===== config.mk =====
export PLATFORM = sky130hd
export DESIGN_NAME = trdb_stage_ctrl
export DESIGN_NICKNAME = d
export VERILOG_FILES = /design/src/rtl/trdb_pkg.sv /design/src/rtl/trdb_stage_reg.sv /design/src/rtl/trdb_stage_ctrl.sv
export SDC_FILE = /design/constraint.sdc
export NUM_CORES = 1
export LEC_CHECK = 0
export BUFFER_PORTS_ARGS = -buffer_cell sky130_fd_sc_hd__buf_2
export CAP_MARGIN = 20
export CORE_MARGIN = 2
export CORE_UTILIZATION = 25
export DETAILED_ROUTE_END_ITERATION = 7
export SLEW_MARGIN = 25
export SYNTH_ARGS = -nofsm -noshare
export SYNTH_HDL_FRONTEND = slang
export SYNTH_SLANG_ARGS = --single-unit

===== constraint.sdc =====
create_clock -name clk_i -period 5.08 [get_ports clk_i]
set_input_delay 0.508 -clock clk_i [delete_from_list [all_inputs] [get_ports clk_i]]
set_output_delay 0.508 -clock clk_i [all_outputs]
set_load 0.005 [all_outputs]

===== src/rtl/trdb_pkg.sv =====
// Shared types for the trace stage controller: FSM states, the stage record
// carried through lc/tc/nc, and a helper that retires a stage in place.
package trdb_pkg;

    localparam int XLEN = 32;

    typedef enum logic [1:0] {
        IDLE  = 2'd0,
        FILL  = 2'd1,
        RUN   = 2'd2,
        DRAIN = 2'd3
    } trdb_stage_state_e;

    typedef struct packed {
        logic            valid;
        logic [XLEN-1:0] iaddr;
        logic [XLEN-1:0] inst_data;
        logic            compressed;
        logic            exception;
    } trdb_stage_t;

    // Drop the valid bit but keep the payload, so a stage that empties out
    // leaves its last data visible and unchanged.
    function automatic trdb_stage_t stage_invalidate(input trdb_stage_t s);
        trdb_stage_t r;
        r       = s;
        r.valid = 1'b0;
        return r;
    endfunction

endpackage


===== src/rtl/trdb_stage_reg.sv =====
// One pipeline stage of the retired-instruction window. Loads d_i when en_i
// is high and otherwise holds; synchronous active-low reset clears it.
module trdb_stage_reg
    import trdb_pkg::*;
(
    input  logic        clk_i,
    input  logic        rst_ni,
    input  logic        en_i,
    input  trdb_stage_t d_i,
    output trdb_stage_t q_o
);

    trdb_stage_t stage_q;
    trdb_stage_t stage_d;

    // Next value: load on enable, otherwise hold.
    always_comb begin
        stage_d = stage_q;
        if (en_i) begin
            stage_d = d_i;
        end
    end

    // Stage register with synchronous reset to all-zero.
    always_ff @(posedge clk_i) begin
        if (!rst_ni) begin
            stage_q <= '0;
        end else begin
            stage_q <= stage_d;
        end
    end

    assign q_o = stage_q;

endmodule


===== src/rtl/trdb_stage_ctrl.sv =====
// Sequences retired instructions into the lc/tc/nc stage window feeding the
// itype detector. Handshakes: a retire beat transfers when inst_valid_i and
// inst_ready_o are both high at a clk_i edge; a step transfers when
// step_valid_o and step_ready_i are both high. Valid never depends on ready
// from the same interface, and the stage window is frozen while a step is
// offered but not taken.
module trdb_stage_ctrl #(
    parameter int XLEN = 32
) (
    input  logic            clk_i,
    input  logic            rst_ni,
    input  logic            enable_i,
    input  logic            inst_valid_i,
    output logic            inst_ready_o,
    input  logic [XLEN-1:0] inst_data_i,
    input  logic [XLEN-1:0] iaddr_i,
    input  logic            compressed_i,
    input  logic            exception_i,
    output logic            lc_valid_o,
    output logic            tc_ready_o,
    output logic            nc_ready_o,
    output logic [XLEN-1:0] tc_iaddr_o,
    output logic            tc_compressed_o,
    output logic [XLEN-1:0] nc_iaddr_o,
    output logic [XLEN-1:0] nc_inst_data_o,
    output logic            nc_exception_o,
    output logic            step_valid_o,
    input  logic            step_ready_i,
    output logic            first_o,
    output logic            last_o
);

    import trdb_pkg::*;

    trdb_stage_state_e state_q, state_d;
    logic              first_q, first_d;
    trdb_stage_t       lc_q, tc_q, nc_q;
    trdb_stage_t       lc_d, tc_d, nc_d;
    trdb_stage_t       beat;
    logic              stage_en;
    logic              step_valid;
    logic              shift_en;
    logic              step_hs;
    logic              inst_ready;
    logic              accept;
    logic              dup;
    logic              last;

    // Handshake qualifiers derived from the registered window.
    always_comb begin
        step_valid = tc_q.valid && (nc_q.valid || (state_q == DRAIN));
        shift_en   = !step_valid || step_ready_i;
        step_hs    = step_valid && step_ready_i;
        last       = step_valid && !nc_q.valid;
        inst_ready = 1'b1;
        if ((state_q == FILL) || (state_q == RUN)) begin
            inst_ready = shift_en;
        end
        accept          = inst_valid_i && inst_ready;
        dup             = nc_q.valid && (iaddr_i == nc_q.iaddr) && !exception_i;
        beat            = '0;
        beat.valid      = 1'b1;
        beat.iaddr      = iaddr_i;
        beat.inst_data  = inst_data_i;
        beat.compressed = compressed_i;
        beat.exception  = exception_i;
    end

    // Next-state, first-flag and stage shift control.
    always_comb begin
        state_d  = state_q;
        first_d  = first_q;
        stage_en = 1'b0;
        lc_d     = tc_q;
        tc_d     = nc_q;
        nc_d     = beat;

        if (step_hs) begin
            first_d = 1'b0;
        end

        case (state_q)
            IDLE: begin
                if (enable_i) begin
                    state_d = FILL;
                    first_d = 1'b1;
                end
            end
            FILL, RUN: begin
                if (!enable_i) begin
                    // Disable wins over a same-cycle beat; the beat is dropped.
                    state_d = (tc_q.valid || nc_q.valid) ? DRAIN : IDLE;
                end else begin
                    if (accept && !dup) begin
                        stage_en = 1'b1;
                    end
                    if ((state_q == FILL) && tc_q.valid && nc_q.valid) begin
                        state_d = RUN;
                    end
                end
            end
            DRAIN: begin
                if ((!tc_q.valid && !nc_q.valid) || (step_hs && last)) begin
                    // Final step taken (or nothing left): empty the window.
                    state_d  = IDLE;
                    stage_en = 1'b1;
                    lc_d     = stage_invalidate(lc_q);
                    tc_d     = stage_invalidate(tc_q);
                    nc_d     = stage_invalidate(nc_q);
                end else if (shift_en) begin
                    stage_en = 1'b1;
                    nc_d     = stage_invalidate(nc_q);
                end
            end
            default: begin
                state_d = IDLE;
            end
        endcase
    end

    // FSM state and first-instruction flag.
    always_ff @(posedge clk_i) begin
        if (!rst_ni) begin
            state_q <= IDLE;
            first_q <= 1'b0;
        end else begin
            state_q <= state_d;
            first_q <= first_d;
        end
    end

    trdb_stage_reg u_lc (
        .clk_i  (clk_i),
        .rst_ni (rst_ni),
        .en_i   (stage_en),
        .d_i    (lc_d),
        .q_o    (lc_q)
    );

    trdb_stage_reg u_tc (
        .clk_i  (clk_i),
        .rst_ni (rst_ni),
        .en_i   (stage_en),
        .d_i    (tc_d),
        .q_o    (tc_q)
    );

    trdb_stage_reg u_nc (
        .clk_i  (clk_i),
        .rst_ni (rst_ni),
        .en_i   (stage_en),
        .d_i    (nc_d),
        .q_o    (nc_q)
    );

    // Outputs are forced low for as long as reset is held.
    always_comb begin
        inst_ready_o    = rst_ni && inst_ready;
        lc_valid_o      = rst_ni && lc_q.valid;
        tc_ready_o      = rst_ni && tc_q.valid;
        nc_ready_o      = rst_ni && nc_q.valid;
        tc_iaddr_o      = rst_ni ? tc_q.iaddr : '0;
        tc_compressed_o = rst_ni && tc_q.compressed;
        nc_iaddr_o      = rst_ni ? nc_q.iaddr : '0;
        nc_inst_data_o  = rst_ni ? nc_q.inst_data : '0;
        nc_exception_o  = rst_ni && nc_q.exception;
        step_valid_o    = rst_ni && step_valid;
        first_o         = rst_ni && step_valid && first_q;
        last_o          = rst_ni && last;
    end

endmodule


==> impl_results.md, run 1 <==
- Clock sinks: 105
- Fillers: 2079
- M1 WL: 5780 um
- Critical R2R Launch: u_nc.q_o[40]$_SDFFE_PN0P_
- Predominant post-synthesis flop cell: dfxtp_1
- Worst Path Arrival: 3.32 ns
- R2R cell count: 6
- Hold Vio Cnt, Final: 0
- Final setup vio count: 0
- TritonCTS clock tree: built
- Finished Layout Cells: 994
- Seq/Total Area, Yosys: 42.9%
- Max-Cap Viols: 0
- Worst setup endpoint: u_tc.q_o[65]$_SDFFE_PN0P_
- Critical path data required time: 5.32 ns
- Setup TNS: 0 ns
- Pin count of the biggest net entering global routing: 87
- Layout cells sized above 1: 27.3%
- WS Path Type: flop to flop
- Num CTS Buffers: 9
- Pwr/cell area: 268 nW/um2
- Worst Hold Class: input port to flop
- Crit. Startpoint: u_nc.q_o[40]$_SDFFE_PN0P_
- I/O pin count: 176
- Synth unique cells: 30
- WL met3: 918 um
- # DRC: 0
- Top layer in use: met5
- Critical path fanouts, max: 20
- Fin crit period: 3.09 ns
- Pre-Repair DR Iteration Count: 4
- Post-CTS Setup Inserts: 0
- Asr flop ratio synth: 0%
- Startpoint types: flop
- Final worst slack: 1.99 ns
- Peak supply drop: 153 uV
- Cells after synthesis: 563
- Total power: 1690 uW
- GRT Total Usage: 11.9%
- Detailed-route via count: 4007
- Final period utilization: 60.8%
- F_max: 324 MHz
- Grt total ovfl: 0
- Initial Util: 25.4%
- Clock Pin Slew Worst Setup and Hold Paths: 0.07 ns
- Routed wire length: 12400 um
- Place WS: 1.59 ns
- Vias per cell: 4.03
- Critical Path End Type: flop
- Hpwl dp: 8990 um
- Final-report max-slew violation count: 0
- Core footprint: 19300 um2
- Number of synthesized flops with an enable pin: 0
- R2R Path End: u_tc.q_o[65]$_SDFFE_PN0P_
- Max transition margin: 36.9%
- Port Buf Inserts: 175
- Layout Nets: 798
- Die area: 20800 um2
- CTS Root Cell: clkbuf_16
- Worst-Skew Late Latency: 0.35 ns
- Syn_nets: 637
- Ant. Diodes: 0
- Syn. warnings: 0
- Mapped cell area: 4900 um2
- Die H: 144 um
- Cell taking the most area after synthesis: dfxtp_1
- RSZ-0062 raised after global routing: false
- ANT nets after route: 0
- Routability congestion estimate: 0.750
- Die X: 144 um
- Syn Area/Cell: 8.71 um2
- Number of global-route vias before repair: 3744
- Initial antenna violation count: 1
- Slowest CP cell: a21oi_4
- Met2 wire len: 5480 um
- Post_cts resized: 0
- Area of the multi-input gates: 2390 um2
- Storage element area: 2100 um2
- Synth Register Bits: 105
- Result of the run: complete, no violations
- Placed insts: 978
- Area growth syn-to-layout: 28.6%
- Routed len/inst: 12.5 um
- First-pass GRT wire length: 18900 um
- Share of the synthesized area in the top cell type: 42.9%
- DR iter-0 viols: 190
- Rows: 51
- WHS Path Cells: 3
- H-tree levels: 3
- WHS: 0.391 ns
- Hold-fix buffers, CTS: 0
- FF-to-FF setup slack: 1.99 ns
- Final Skew: 0.00738 ns
- Critical Path Max Stage Delay: 0.71 ns
- Clk buf depth: 2
- Crit-path cells: xor2_1, nor4_1, nand4_1, a21oi_4, buf_4, mux2_1
- Slew @ Worst Pin: 0.946 ns
- Synth area leaders: dfxtp_1 (43%), mux2i_1 (14%), nand2_1 (11%)
- P_leak: 0.00396 uW
## kinds of logic (layout without fill, tap and decap cells)
logic type      count (synthesis)  count (layout)  share of synthesized area (%)
compound gates                 12              12                           1.81
xor+xnor                       32              32                           5.72
fa+ha+maj                       3               3                          0.766
buf+inv                       102             268                           8.50
flops                         105             105                           42.9
mux                           101             101                           21.4
simple gates                  208             208                           18.9
## report_power, final
part           switching [uW]  leakage, uW  internal (uW)  total (uW)
combinational            87.1      0.00297           69.1         156
clock                     315     0.000145            372         687
sequential               7.60     0.000847            837         845
## area by class of cell
cell class / instances / area share (%)
clock buffers: 12 / 4.23
clock inverters: 4 / 0.417
inverters: 72 / 4.29
multi-input cells: 356 / 37.9
flip-flops and latches: 105 / 33.3
well taps: 265 / 5.26
repair buffers: 180 / 14.5
## cells in the final DEF, fill, tap and decap left out, drive strengths merged
master / Yosys / routed
nand2b: 2 / 2
ha: 3 / 3
nand3b: 1 / 1
inv: 72 / 72
nor3b: 1 / 1
a31oi: 1 / 1
clkinvlp: 0 / 1
o2bb2ai: 1 / 1
or4b: 1 / 1
a21boi: 2 / 2
a21oi: 2 / 2
dfxtp: 105 / 105
xor2: 8 / 8
nand4: 6 / 6
nor2: 6 / 6
xnor2: 24 / 24
buf: 11 / 180
and2: 34 / 34
a211oi: 2 / 2
a21o: 1 / 1
o21ai: 3 / 3
nor4: 3 / 3
nand2: 141 / 141
nor3: 5 / 5
mux2i: 69 / 69
nand3: 5 / 5
nor2b: 3 / 3
clkinv: 0 / 3
clkbuf: 19 / 12
mux2: 32 / 32
## synthesized netlist by cell type (2+ instances only)
cell type / instances
a211oi_1: 2
xor2_1: 8
mux2_1: 32
nand3_1: 5
nand4_1: 6
dfxtp_1: 105
ha_1: 3
inv_1: 72
nor2b_1: 3
nand2b_1: 2
nor2_1: 6
and2_1: 34
a21boi_0: 2
nor4_1: 3
buf_4: 8
buf_2: 3
nor3_1: 5
o21ai_0: 3
clkbuf_1: 19
xnor2_1: 24
mux2i_1: 69
nand2_1: 141
## flip-flops by register name (all words and copies together) (netlist names)
| signal | cells |
|---|---|
| u_lc.q_o | 1 |
| u_nc.q_o | 67 |
| first_q | 1 |
| state_q | 2 |
| u_tc.q_o | 34 |
## worst min-delay path by stage
stage / start / end / slack [ns]
6_report: inst_data_i[4] / u_nc.q_o[6]$_SDFFE_PN0P_ / 0.39
5_1_grt: inst_data_i[20] / u_nc.q_o[22]$_SDFFE_PN0P_ / 0.37
4_1_cts: inst_data_i[29] / u_nc.q_o[31]$_SDFFE_PN0P_ / 0.37
3_5_place_dp: u_nc.q_o[1]$_SDFFE_PN0P_ / u_tc.q_o[1]$_SDFFE_PN0P_ / 0.46
3_3_place_gp: u_nc.q_o[28]$_SDFFE_PN0P_ / u_nc.q_o[28]$_SDFFE_PN0P_ / 0.46
2_1_floorplan: u_nc.q_o[1]$_SDFFE_PN0P_ / u_tc.q_o[1]$_SDFFE_PN0P_ / 0.44
## stage by stage
step           utilization, %  cell area, um2
2_1_floorplan               -            4900
6_report                 32.6            6300
3_5_place_dp             31.1            6010
4_1_cts                  32.6            6300
5_1_grt                  32.6            6300
3_3_place_gp             31.1            6010
## metal layers
metal | track usage, % | vias up
met5 | 0 | -
met4 | 4.95 | 2
met3 | 3.87 | 14
met2 | 18.5 | 109
met1 | 15.1 | 1794
li1 | - | 2088
## worst max-delay path: cells and delay by family (launching register included)
family	cells	cell delay [ns]
simple gates	2	1.05
compound gates	1	0.71
buf+inv	1	0.38
mux	1	0.34
flops	1	0.32
xor+xnor	1	0.16
No activity file was read; power rests on OpenSTA's default activity.
==> inputs of run 2 (changes only) <==
- ABC_AREA: not set -> 1
- clock period: 5.08 -> 3 ns (I/O delays scaled with it)
==> run 2 against run 1 <==
Synthesized area increased by 21%. Die area increased by 20%. Wire length increased by 29%. Highest routed layer unchanged.
==> impl_results.md, run 2 <==
- Result of the run: complete, no violations (unchanged)
- Pwr/cell area: 600 nW/um2 (was 268 nW/um2)
- # DRC: 0 (unchanged)
- Max-Cap Viols: 0 (unchanged)
- Die H: 158 um (was 144 um)
- Syn Area/Cell: 5.69 um2 (was 8.71 um2)
- Final Skew: 0.0123 ns (was 0.00738 ns)
- Post-CTS Setup Inserts: 0 (unchanged)
- Critical path fanouts, max: 36 (was 20)
- Core footprint: 23300 um2 (was 19300 um2)
- Routed wire length: 16000 um (was 12400 um)
- P_leak: 0.00484 uW (was 0.00396 uW)
- I/O pin count: 176 (unchanged)
- Final-report max-slew violation count: 0 (unchanged)
- Layout Nets: 1262 (was 798)
- Rows: 56 (was 51)
- Worst Hold Class: input port to flop (unchanged)
- Setup TNS: 0 ns (unchanged)
- Grt total ovfl: 0 (unchanged)
- Die X: 158 um (was 144 um)
- Ant. Diodes: 0 (unchanged)
- TritonCTS clock tree: built (unchanged)
- Fin crit period: 2.36 ns (was 3.09 ns)
- GR Util met2: 20.2% (was 18.5%)
- Detailed-route via count: 5875 (was 4007)
- DR iter-0 viols: 389 (was 190)
- WHS Path Cells: 3 (unchanged)
- WHS: 0.163 ns (was 0.391 ns)
- Area growth syn-to-layout: 24.4% (was 28.6%)
- Synth unique cells: 27 (was 30)
- Clock sinks: 105 (unchanged)
- Grt met1 use: 17.6% (was 15.1%)
- Startpoint types: flop (unchanged)
- Vias per cell: 3.89 (was 4.03)
- Max transition margin: 63.0% (was 36.9%)
- Final setup vio count: 0 (unchanged)
- Hold Vio Cnt, Final: 0 (unchanged)
- Clock Pin Slew Worst Setup and Hold Paths: 0.08 ns (was 0.07 ns)
- Top-count cell post-synth: nand2_1 (unchanged)
- ANT nets after route: 0 (unchanged)
- Pre-Repair DR Iteration Count: 6 (was 4)
- Hpwl dp: 11100 um (was 8990 um)
- Syn. warnings: 0 (unchanged)
- Area of the multi-input gates: 2580 um2 (was 2390 um2)
- Fillers: 2646 (was 2079)
- Routed len/inst: 10.6 um (was 12.5 um)
- Clk buf depth: 2 (unchanged)
- Initial antenna violation count: 1 (unchanged)
- Peak supply drop: 236 uV (was 153 uV)
- Synth Register Bits: 105 (unchanged)
- Storage element area: 2100 um2 (unchanged)
- Asr flop ratio synth: 0% (unchanged)
- Met3 usage: 3.89% (was 3.87%)
- Worst Path Arrival: 2.62 ns (was 3.32 ns)
- CTS Root Cell: clkbuf_16 (unchanged)
- Critical path data required time: 3.25 ns (was 5.32 ns)
- Layout cells sized above 1: 17.6% (was 27.3%)
- Number of global-route vias before repair: 5225 (was 3744)
- Critical Path End Type: flop (unchanged)
- First-pass GRT wire length: 25900 um (was 18900 um)
- RSZ-0062 raised after global routing: false (unchanged)
- Post_cts resized: 0 (unchanged)
- R2R cell count: 14 (was 6)
- Routability congestion estimate: 0.776 (was 0.750)
- Number of synthesized flops with an enable pin: 0 (unchanged)
- F_max: 423 MHz (was 324 MHz)
- Cells after synthesis: 1040 (was 563)
- Worst-Skew Late Latency: 0.36 ns (was 0.35 ns)
- Pin count of the biggest net entering global routing: 76 (was 87)
- Synth area leaders: dfxtp_1 (36%), nand2_1 (23%), inv_1 (16%) (was dfxtp_1 (43%), mux2i_1 (14%), nand2_1 (11%))
- Syn_nets: 1114 (was 637)
- Port Buf Inserts: 175 (unchanged)
- Slew @ Worst Pin: 0.555 ns (was 0.946 ns)
- Flip-flop count of the largest register after layout: 67 (unchanged)
- Cell taking the most area after synthesis: dfxtp_1 (unchanged)
- Final period utilization: 78.7% (was 60.8%)
- Synth cell count leaders: nand2_1 (357), inv_1 (258), nor2_1 (176) (was nand2_1 (141), dfxtp_1 (105), inv_1 (72))
- Num CTS Buffers: 9 (unchanged)
- Predominant post-synthesis flop cell: dfxtp_1 (unchanged)
- Commonest non-fill, non-tap cell in the layout: nand2_1 (was buf_2)
- Hold-fix buffers, CTS: 0 (unchanged)
- Die area: 24900 um2 (was 20800 um2)
- Initial Util: 25.4% (about the same)
- GRT Total Usage: 13.1% (was 11.9%)
- Share of the synthesized area in the top cell type: 35.5% (was 42.9%)
- Most frequent cells in the layout: nand2_1 (357), inv_1 (257), nor2_1 (176), buf_2 (174), dfxtp_1 (105) (was buf_2 (174), nand2_1 (140), dfxtp_1 (105), inv_1 (72), mux2i_1 (69))
- Mapped cell area: 5920 um2 (was 4900 um2)
- WS Path Type: flop to flop (unchanged)
- Grt peak-use layer: met2 (unchanged)
- Seq/Total Area, Yosys: 35.5% (was 42.9%)
- H-tree levels: 3 (unchanged)
-- run 2: power breakdown --
part / internal (uW) / leakage [uW] / total (uW) / switching (uW)
registers: 1640 / 0.000851 / 1780 / 139
clock network: 563 / 0.000131 / 1140 / 573
logic: 538 / 0.00385 / 1500 / 966
-- run 2: logic make-up (layout without fill, tap and decap cells) --
logic type	Yosys count	in the layout	synth area share [%]
and+or+nand+nor	581	581	39.0
xor gates and xnor gates	8	8	1.18
adders and majority gates	3	3	0.634
DFF	105	105	35.5
buffers and inverters	311	464	20.9
AOI/OAI and AO/OA	32	32	2.79
-- run 2: cell type report --
cell class	count	share of cell area, %
multi-input combinational	624	35.1
sequential	105	28.6
timing repair buffer	185	13.9
inverter	263	13.4
tap	319	5.42
clock buffer	9	3.06
clock inverter	7	0.646
-- run 2: stage by stage --
stage          util, %  power (uW)  setup slack, ns  std cells  instance area (um2)
6_report          31.6        4420            0.638       1512                 7360
5_1_grt           31.6        4830            0.261       1512                 7360
4_1_cts           31.6        4500            0.545       1512                 7360
3_5_place_dp      30.4        3340            0.563       1496                 7090
3_3_place_gp      30.4        3320            0.612       1496                 7090
2_1_floorplan        -        2870             1.25       1040                 5920
-- run 2: critical path, stage by stage (launching register included) --
cell and delay [ns]:
dfxtp_1 0.46, inv_2 0.08, a21oi_1 0.12, nand2_1 0.06, nor2_1 0.14, nand2_1 0.10
nor2_1 0.14, nand3_1 0.12, nand2_1 0.12, inv_2 0.06, nand3_4 0.31, buf_4 0.33
nand2_1 0.08, nand2_1 0.07, nor2_1 0.04
-- run 2: path summary, 6_finish.rpt --
check | from | to | slack (ns)
max | u_nc.q_o[66]$_SDFFE_PN0P_ | u_nc.q_o[40]$_SDFFE_PN0P_ | 0.64
min reg2reg | u_nc.q_o[1]$_SDFFE_PN0P_ | u_nc.q_o[1]$_SDFFE_PN0P_ | 0.46
min | inst_data_i[21] | u_nc.q_o[23]$_SDFFE_PN0P_ | 0.16
max reg2reg | u_nc.q_o[66]$_SDFFE_PN0P_ | u_nc.q_o[40]$_SDFFE_PN0P_ | 0.64
-- run 2: routing by layer --
metal / wire [um] / part of all wire (%)
met1: 7810 / 49
met2: 6740 / 42
met3: 1210 / 7.6
met4: 245 / 1.5
met5: 11 / 0.069
==> inputs of run 3 (changes only) <==
- clock period: 3 -> 2.09 ns (I/O delays scaled with it)
==> run 3 against run 2 <==
Clock-buffer cell count increased by 3. Combinational power rose by 65%. Worst hold slack got worse by 0.086 ns. First-iteration DRC count is 5.4% lower. Non-clock buffer count grew 22. Register-to-register slack worse by 0.46 ns. Sequential share of layout area down 1.4 points. Critical path type unchanged. Sequential power grew 43%. Utilization grew 1.6 points.
==> impl_results.md, run 3 (synthesized netlist as in run 2, its figures left out) <==
- Critical path data required time: 2.33 ns (was 3.25 ns)
- Clock sinks: 105 (unchanged)
- Finished Layout Cells: 1535 (was 1512)
- Placed insts: 1507 (was 1496)
- RSZ-0062 raised after global routing: false (unchanged)
- Critical path fanouts, max: 12 (was 36)
- Startpoint types: flop (unchanged)
- Slew @ Worst Pin: 0.483 ns (was 0.555 ns)
- Crit-path cells: xnor2_1, nand2_1, nor2_1, nand2_1, nor2_1, nand3_1, nand2_2, inv_4, nand3_4, buf_12, buf_12, nand2_1, nand2_1, nor2_1 (was inv_2, a21oi_1, nand2_1, nor2_1, nand2_1, nor2_1, nand3_1, nand2_1, inv_2, nand3_4, buf_4, nand2_1, nand2_1, nor2_1)
- Grt met1 use: 17.2% (was 17.6%)
- Detailed-route via count: 6109 (was 5875)
- Cell mode on critical path: nand2_1 (unchanged)
- Worst-Skew Late Latency: 0.35 ns (was 0.36 ns)
- TritonCTS clock tree: built (unchanged)
- Routed wire length: 17900 um (was 16000 um)
- WS Path Type: flop to flop (unchanged)
- I/O pin count: 176 (unchanged)
- Layout cells sized above 1: 20.0% (was 17.6%)
- # DRC: 0 (unchanged)
- Worst path top cell family by delay: simple AND/OR/NAND/NOR gates (unchanged)
- Num CTS Buffers: 9 (unchanged)
- Clock Pin Slew Worst Setup and Hold Paths: 0.08 ns (about the same)
- Pin count of the biggest net entering global routing: 54 (was 76)
- Die H: 158 um (unchanged)
- Layout Nets: 1285 (was 1262)
- Final-report max-slew violation count: 0 (unchanged)
- Critical Path Max Stage Delay: 0.33 ns (was 0.46 ns)
- Die area: 24900 um2 (unchanged)
- Critical Path End Type: flop (unchanged)
- Routed len/inst: 11.7 um (was 10.6 um)
- Grt total ovfl: 0 (unchanged)
- ANT nets after route: 0 (unchanged)
- Hold Vio Cnt, Final: 0 (unchanged)
- Initial Util: 25.4% (unchanged)
- Routability congestion estimate: 0.790 (was 0.776)
- Die X: 158 um (unchanged)
- Pwr/cell area: 869 nW/um2 (was 600 nW/um2)
- Most frequent cells in the layout: nand2_1 (355), inv_1 (255), buf_2 (174), nor2_1 (172), dfxtp_1 (104) (was nand2_1 (357), inv_1 (257), nor2_1 (176), buf_2 (174), dfxtp_1 (105))
- Fillers: 2621 (was 2646)
- Rows: 56 (unchanged)
- Flip-flop count of the largest register after layout: 67 (unchanged)
- Final period utilization: 91.5% (was 78.7%)
- Initial antenna violation count: 2 (was 1)
- Core footprint: 23300 um2 (unchanged)
- Pre-Repair DR Iteration Count: 4 (was 6)
- P_leak: 0.00502 uW (was 0.00484 uW)
- First-pass GRT wire length: 26300 um (was 25900 um)
- Max-Cap Viols: 0 (unchanged)
- F_max: 523 MHz (was 423 MHz)
- Number of global-route vias before repair: 5228 (was 5225)
- Result of the run: complete, no violations (unchanged)
- Worst Hold Class: input port to flop (unchanged)
- Area growth syn-to-layout: 30.7% (was 24.4%)
- Slowest CP cell: dfxtp_1 (unchanged)
- Peak supply drop: 355 uV (was 236 uV)
- GR Util met2: 20.8% (was 20.2%)
- GRT Total Usage: 13.4% (was 13.1%)
- Worst Path Arrival: 2.15 ns (was 2.62 ns)
- DR iter-0 viols: 368 (was 389)
- H-tree levels: 3 (unchanged)
- Port Buf Inserts: 175 (unchanged)
- Hpwl dp: 12100 um (was 11100 um)
- Commonest non-fill, non-tap cell in the layout: nand2_1 (unchanged)
- Clk buf depth: 2 (unchanged)
- Hold-fix buffers, CTS: 0 (unchanged)
- Grt peak-use layer: met2 (unchanged)
- CTS Root Cell: clkbuf_16 (unchanged)
- Vias per cell: 3.98 (was 3.89)
- Fin crit period: 1.91 ns (was 2.36 ns)
- Max transition margin: 67.6% (was 63.0%)
- Met3 usage: 5.37% (was 3.89%)
- WHS: 0.0768 ns (was 0.163 ns)
- Setup TNS: 0 ns (unchanged)
- Final setup vio count: 0 (unchanged)
- Bufs and invs on worst path: 3 (unchanged)
- Final Skew: 0.00993 ns (was 0.0123 ns)
run 3: metrics by stage:
step	util (%)	total power, uW	cell area, um2	setup slack, ns
after detailed placement	30.7	4840	7170	0.00374
final	33.2	6720	7740	0.178
after global routing	33.1	7300	7730	0.000945
after global placement	30.7	4830	7170	0.0212
after floorplan	-	4120	5920	0.340
after CTS	32.0	6600	7470	0.0403
run 3: final cells by class:
| cell class | count | area [um2] | area share [%] |
|---|---|---|---|
| Inverter | 263 | 990 | 12.8 |
| Clock buffer | 12 | 267 | 3.44 |
| Sequential cell | 105 | 2100 | 27.2 |
| Timing Repair Buffer | 207 | 1320 | 17.0 |
| Multi-Input combinational cell | 625 | 2640 | 34.1 |
| Clock inverter | 3 | 23.8 | 0.307 |
| Tap cell | 319 | 399 | 5.16 |
| Antenna cell | 1 | 2.50 | 0.0323 |
run 3: power breakdown:
group,switching (uW),internal (uW)
combinational,1510,963
clock,796,906
sequential,197,2350
total,2500,4220
run 3: final timing paths:
kind,cells after the start,slack [ns],end,startpoint
hold reg to reg,2,0.46,u_nc.q_o[1]$_SDFFE_PN0P_,u_nc.q_o[1]$_SDFFE_PN0P_
hold / removal,3,0.08,u_nc.q_o[33]$_SDFFE_PN0P_,inst_data_i[31]
setup reg to reg,14,0.18,u_nc.q_o[45]$_SDFFE_PN0P_,u_nc.q_o[60]$_SDFFE_PN0P_
setup / recovery,14,0.18,u_nc.q_o[45]$_SDFFE_PN0P_,u_nc.q_o[60]$_SDFFE_PN0P_
run 3: per-layer routing:
layer	wire length, um	vias to the layer above
li1	-	3294
met1	8130	2617
met2	7930	179
met3	1570	17
met4	257	2
met5	11	-
run 3: worst min-delay path: cells and delay by family:
kind	cells	cell delay, ns
and+or+nand+nor	2	0.11
buffers and inverters	1	0.07
run 3: repair_timing:
| action | in CTS | in global routing |
|---|---|---|
| cloned | 0 | 10 |
| endpoints found under the hold margin | 0 | 0 |
| pin swaps | 0 | 1 |
| resized for setup | 1 | 14 |
| setup buffers | 0 | 2 |
| setup endpoints to repair | 1 | 89 |
